$ cat src/rtl/hdmi_tmds_encoder.sv
// TMDS transmit encoder for one DVI/HDMI channel: 8-bit pixel component + 2 control bits -> 10-bit character.
// Define TMDS_GUARDBAND_EN to add two stages that insert the video guard band ahead of each data period.
module hdmi_tmds_encoder #(
    parameter int CHANNEL = 0
) (
    input  logic       i_pix_clk,
    input  logic       i_reset_n,
    input  logic       i_de,
    input  logic [1:0] i_ctl,
    input  logic [7:0] i_data,
    output logic [9:0] o_word
);

    localparam logic [9:0] CTRL_00 = 10'h354;
    localparam logic [9:0] CTRL_01 = 10'h0AB;
    localparam logic [9:0] CTRL_10 = 10'h154;
    localparam logic [9:0] CTRL_11 = 10'h2AB;

    // The encoding value doubles as q_m[8].
    typedef enum logic {
        MODE_XNOR = 1'b0,
        MODE_XOR  = 1'b1
    } qm_mode_e;

    function automatic logic [9:0] ctrl_symbol(input logic [1:0] ctl);
        logic [9:0] sym;
        case (ctl)
            2'b00:   sym = CTRL_00;
            2'b01:   sym = CTRL_01;
            2'b10:   sym = CTRL_10;
            default: sym = CTRL_11;
        endcase
        return sym;
    endfunction

    // ---------------- Stage 1: transition minimisation ----------------
    logic [3:0] data_ones;
    qm_mode_e   mode;
    logic       chain;
    logic [8:0] q_m_next;
    logic [3:0] q_m_ones_next;

    // NOTE: every always_comb output gets a default before any branch, so no latch can be inferred.
    always_comb begin
        data_ones = '0;
        for (int i = 0; i < 8; i++) begin
            data_ones = data_ones + {3'b000, i_data[i]};
        end
        mode = ((data_ones > 4'd4) || (data_ones == 4'd4 && !i_data[0])) ? MODE_XNOR : MODE_XOR;

        q_m_next    = '0;
        chain       = i_data[0];
        q_m_next[0] = chain;
        for (int i = 1; i < 8; i++) begin
            chain       = (mode == MODE_XNOR) ? ~(chain ^ i_data[i]) : (chain ^ i_data[i]);
            q_m_next[i] = chain;
        end
        q_m_next[8] = mode;

        q_m_ones_next = '0;
        for (int i = 0; i < 8; i++) begin
            q_m_ones_next = q_m_ones_next + {3'b000, q_m_next[i]};
        end
    end

    logic [8:0] s1_q_m;
    logic [3:0] s1_n1;
    logic [3:0] s1_n0;
    logic       s1_de;
    logic [1:0] s1_ctl;

    // NOTE: state registers use non-blocking assignments so every stage samples the pre-edge values.
    always_ff @(posedge i_pix_clk or negedge i_reset_n) begin
        if (!i_reset_n) begin
            s1_q_m <= '0;
            s1_n1  <= '0;
            s1_n0  <= '0;
            s1_de  <= 1'b0;
            s1_ctl <= 2'b00;
        end else begin
            s1_q_m <= q_m_next;
            s1_n1  <= q_m_ones_next;
            s1_n0  <= 4'd8 - q_m_ones_next;
            s1_de  <= i_de;
            s1_ctl <= i_ctl;
        end
    end

    // ---------------- Stage 2: DC balance ----------------
    logic signed [4:0] cnt;
    logic signed [4:0] cnt_next;
    logic signed [4:0] bal;
    logic        [9:0] s2_word;
    logic        [9:0] s2_word_next;
    logic              q8;
    logic        [7:0] q;

    assign q8  = s1_q_m[8];
    assign q   = s1_q_m[7:0];
    assign bal = $signed({1'b0, s1_n1}) - $signed({1'b0, s1_n0});

    // Control periods force the running disparity back to zero.
    always_comb begin
        s2_word_next = ctrl_symbol(s1_ctl);
        cnt_next     = '0;
        if (s1_de) begin
            if (cnt == 5'sd0 || s1_n1 == s1_n0) begin
                s2_word_next = {~q8, q8, q8 ? q : ~q};
                cnt_next     = q8 ? (cnt + bal) : (cnt - bal);
            end else if ((cnt > 5'sd0 && s1_n1 > s1_n0) || (cnt < 5'sd0 && s1_n0 > s1_n1)) begin
                s2_word_next = {1'b1, q8, ~q};
                cnt_next     = cnt + (q8 ? 5'sd2 : 5'sd0) - bal;
            end else begin
                s2_word_next = {1'b0, q8, q};
                cnt_next     = cnt - (q8 ? 5'sd0 : 5'sd2) + bal;
            end
        end
    end

    always_ff @(posedge i_pix_clk or negedge i_reset_n) begin
        if (!i_reset_n) begin
            s2_word <= CTRL_00;
            cnt     <= '0;
        end else begin
            s2_word <= s2_word_next;
            cnt     <= cnt_next;
        end
    end

`ifdef TMDS_GUARDBAND_EN
    // ---------------- Stages 3-4: guard-band insertion ----------------
    localparam logic [9:0] GUARD_WORD = (CHANNEL == 1) ? 10'h133 : 10'h2CC;

    logic       s2_de;
    logic [9:0] s3_word;
    logic       s3_de;
    logic [9:0] out_word;

    // s3 holds character n; s2 and s1 hold n+1 and n+2, which is the lookahead the guard band needs.
    always_ff @(posedge i_pix_clk or negedge i_reset_n) begin
        if (!i_reset_n) begin
            s2_de    <= 1'b0;
            s3_word  <= CTRL_00;
            s3_de    <= 1'b0;
            out_word <= CTRL_00;
        end else begin
            s2_de    <= s1_de;
            s3_word  <= s2_word;
            s3_de    <= s2_de;
            out_word <= (!s3_de && (s2_de || s1_de)) ? GUARD_WORD : s3_word;
        end
    end

    assign o_word = out_word;
`else
    assign o_word = s2_word;

    // CHANNEL only selects the guard band; an out-of-range value leaves this marker scope in the hierarchy.
    if (CHANNEL < 0 || CHANNEL > 2) begin : g_illegal_channel
    end
`endif

endmodule

$ cat config.mk
export PLATFORM = sky130hd
export DESIGN_NAME = hdmi_tmds_encoder
export DESIGN_NICKNAME = d
export VERILOG_FILES = /design/src/rtl/hdmi_tmds_encoder.sv
export SDC_FILE = /design/constraint.sdc
export NUM_CORES = 1
export LEC_CHECK = 0
export ABC_AREA = 0
export BUFFER_PORTS_ARGS = -buffer_cell sky130_fd_sc_hd__buf_2
export CAP_MARGIN = 10
export CORE_UTILIZATION = 44
export CTS_CLUSTER_SIZE = 12
export DETAILED_ROUTE_END_ITERATION = 10
export HOLD_SLACK_MARGIN = 0.05
export PLACE_DENSITY = 0.59
export SLEW_MARGIN = 20
export SYNTH_ARGS = -nofsm -noshare
export SYNTH_HDL_FRONTEND = slang
export SYNTH_SLANG_ARGS = --single-unit
$ cat constraint.sdc
create_clock -name i_pix_clk -period 5.4 [get_ports i_pix_clk]
set_clock_uncertainty 0.2 [all_clocks]
set_input_delay 0.81 -clock i_pix_clk [delete_from_list [all_inputs] [get_ports i_pix_clk]]
set_output_delay 0.81 -clock i_pix_clk [all_outputs]
set_load 0.05 [all_outputs]
==> flow_summary.toml <==
[status]
violations = "negative setup slack"
outcome = "complete, but fails checks"

[logic_synthesis]
synth_edf_count = 0
synth_commonest_cells = "34 x inv_1, 30 x ha_1, 28 x dfrtp_1"
ys_warn_count = 0
synth_most_common_cell = "inv_1"
synth_seq_area_share_pct = 34.7
yosys_register_bits = 33
synthDistinctLibCells = 43
synth_nets = 279
syn_area_per_cell_sq_um = 10.7
synth.largest_area_cell = "dfrtp_1"
synth_flop_cell = "dfrtp_1"
yosys-top-cells-area = "dfrtp_1 29%, ha_1 16%, fa_1 11%"
syn_area_sq_um = 2390
netlist.area_leader.share_pct = 29.3
synthCells = 223
async_flop_share_pct = 100

[floorplanning]
rows = 26
die-width_um = 75.8
start_util_pct = 46.3
coreArea_sq_um = 5170
die_y_um = 75.8
pin_count = 23
die_area_sq_um = 5740

[clocking]
insertion_delay_ns = 0.28
cts_buffer_depth = 2
cts_tree = "built"
postCtsHoldBufs = 0
cts_max_level = 2
cts.sinks = 33
cts.reportedPaths.clkPinSlew_ns = 0.07
cts_made_buffers = 5
root_buffer = "clkbuf_8"

[worst_setup_path]
startpoint_type = "input pin"
worstPathRequired_ns = 5.37
reg2reg_slack_ns = 2.18
rr_endpoint = "cnt[4]$_DFF_PN0_"
rr_startpoint = "s1_n1[2]$_DFF_PN0_"
crit_type = "in2reg"
crit_path_end_kind = "flip-flop"
max_stage_delay_ns = 0.57
critPathBufInv = 5
cp_cell_sequence = "buf_8 -> inv_4 -> fa_1 -> fa_1 -> fa_1 -> inv_1 -> ha_2 -> fa_1 -> nor3_2 -> o21ai_1 -> a21oi_2 -> xnor2_1 -> xnor2_1 -> fa_1 -> fa_1 -> fa_2 -> ha_4 -> inv_2 -> fa_2 -> buf_4 -> ha_4 -> xnor2_2"
cp_top_family = "adder cells"
cp_common_cell = "fa_1"
r2r.worst_path.cells = 12
crit_slowest_cell = "fa_1"
worstPathArrival_ns = 6.42
critPathMaxFanout = 2

[global_routing]
grt_pass1_vias = 1543
grt_max_degree = 34
antenna_found_initial = 0
grt-ovfl-total = 0
grt_pass1_wl_um = 6760
track_usage_pct = 16.3

[cells_and_area]
n_antenna_cell = 0
area_growth_pct = 25.0
layout-drive-gt1-share_pct = 32.6
fin_nets = 334
instances_no_fill = 349

[placement]
gp_congestion = 0.777
placed_cells = 333
hpwl_um = 3290
io_buffers = 22

[detailed_routing]
wl_met1_um = 1980
final_antenna_net_count = 0
first_pass_iters = 4
route.met2.wl_um = 1890
first_iter_violations = 43
vias = 1611
wl_per_cell_um = 11.6
top_layer_used = "met4"
drc_errors = 0
wl_um = 4050
routed-wl-met3_um = 110
via_per_inst = 4.62

[sta]
finalSetupViolCount = 6
fin_setup_tns_ns = -5.41
fin_ws_ns = -1.05
drv_slew = 0
rsz0062_at_grt = "yes"
fmax_mhz = 155
slew-limit-headroom_pct = 53.9
hold_viol = 0
whs_ns = 0.306
fin_crit_sh_pct = 119
fin_crit_ns = 6.45
worst_pin_slew_ns = 0.692

[hold_path]
hold_path_depth = 2
hold_start = "s1_q_m[2]$_DFF_PN0_"
hold_path_class = "reg2reg"
hold_end = "o_word[2]$_DFF_PN1_"

[job]
max_cap_violations = 0
==> registers in the layout (all words and copies together) (netlist names) <==
register,count
o_word,10
s1_q_m,9
cnt,5
s1_n0,3
s1_n1,3
s1_ctl,2
s1_de,1
==> cell type report <==
| type | count | area, sq um |
|---|---|---|
| fillers | 434 | 2180 |
| multi-input cells | 153 | 1490 |
| flip-flops and latches | 33 | 832 |
| repair buffers | 51 | 354 |
| inverters | 34 | 143 |
| well taps | 70 | 87.6 |
| clock buffers | 6 | 72.6 |
| clock inverters | 2 | 10.0 |
==> how the worst max path moves through the flow <==
stage               from            endpoint  cells after the start
6_report       i_data[3]  s1_n0[2]$_DFF_PN0_                     22
3_5_place_dp   i_data[0]  s1_n0[3]$_DFF_PN0_                     22
4_1_cts        i_data[3]  s1_n0[3]$_DFF_PN0_                     22
3_3_place_gp   i_data[0]  s1_n0[3]$_DFF_PN0_                     22
5_1_grt        i_data[3]  s1_n0[3]$_DFF_PN0_                     22
2_1_floorplan  i_data[0]  s1_n0[3]$_DFF_PN0_                     21
==> routing by layer <==
| metal | track usage [%] | up-vias |
|---|---|---|
| li1 | - | 843 |
| met1 | 22.1 | 735 |
| met2 | 24.6 | 26 |
| met3 | 4.37 | 7 |
| met4 | 6.79 | 0 |
| met5 | 0 | - |
==> through the flow <==
stage	setup WS, ns	util [%]	area (sq um)
2_1_floorplan	-1.17	-	2440
4_1_cts	-1.01	56.9	2950
6_report	-1.05	57.9	2990
5_1_grt	-1.28	57.9	2990
3_3_place_gp	-1.37	53.6	2770
3_5_place_dp	-1.44	53.6	2770
==> cell usage in the layout, fill, tap and decap left out, types with 5 or more instances in the layout <==
cell type,synthesis,routed
o21ai_0,17,16
nand2_1,5,5
dfrtp_1,28,28
clkbuf_8,0,5
buf_4,0,28
dfstp_2,5,5
a21oi_1,12,11
inv_1,34,29
fa_1,13,11
ha_1,30,26
buf_2,1,19
xnor2_1,17,15
xor2_1,8,8
xnor2_2,4,6
nor2_1,6,6
==> cells by family (layout without fill, tap and decap cells) <==
group                    after synthesis  count (layout)  synth area share [%]
AO/OA/AOI/OAI                         41              41                  10.2
XOR/XNOR                              30              30                  12.5
adder cells (fa/ha/maj)               43              43                  26.5
buffers and inverters                 37              93                  6.16
flip-flops                            33              33                  34.7
multiplexers                           3               3                  1.25
AND/OR/NAND/NOR                       36              36                  8.52
==> worst reg2reg max path: stages (launching register included) <==
cell and delay [ns]:
dfrtp_1 0.36, ha_1 0.37, nor2b_1 0.19, or2_2 0.35, ha_1 0.29, nand2_1 0.06
o21ai_0 0.16, ha_1 0.32, a21o_1 0.15, a21oi_1 0.20, xnor2_1 0.12, a211o_1 0.28
o2111ai_1 0.08
==> what timing repair did <==
action	in CTS	in global routing
setup buffers	5	3
cloned	0	0
pin swaps	8	2
resized for setup	11	6
endpoints found under the setup margin	6	6
Power is left out: the tool's default activity adds up to more than one toggle a clock period on the data nets, which glitch-free logic cannot reach.
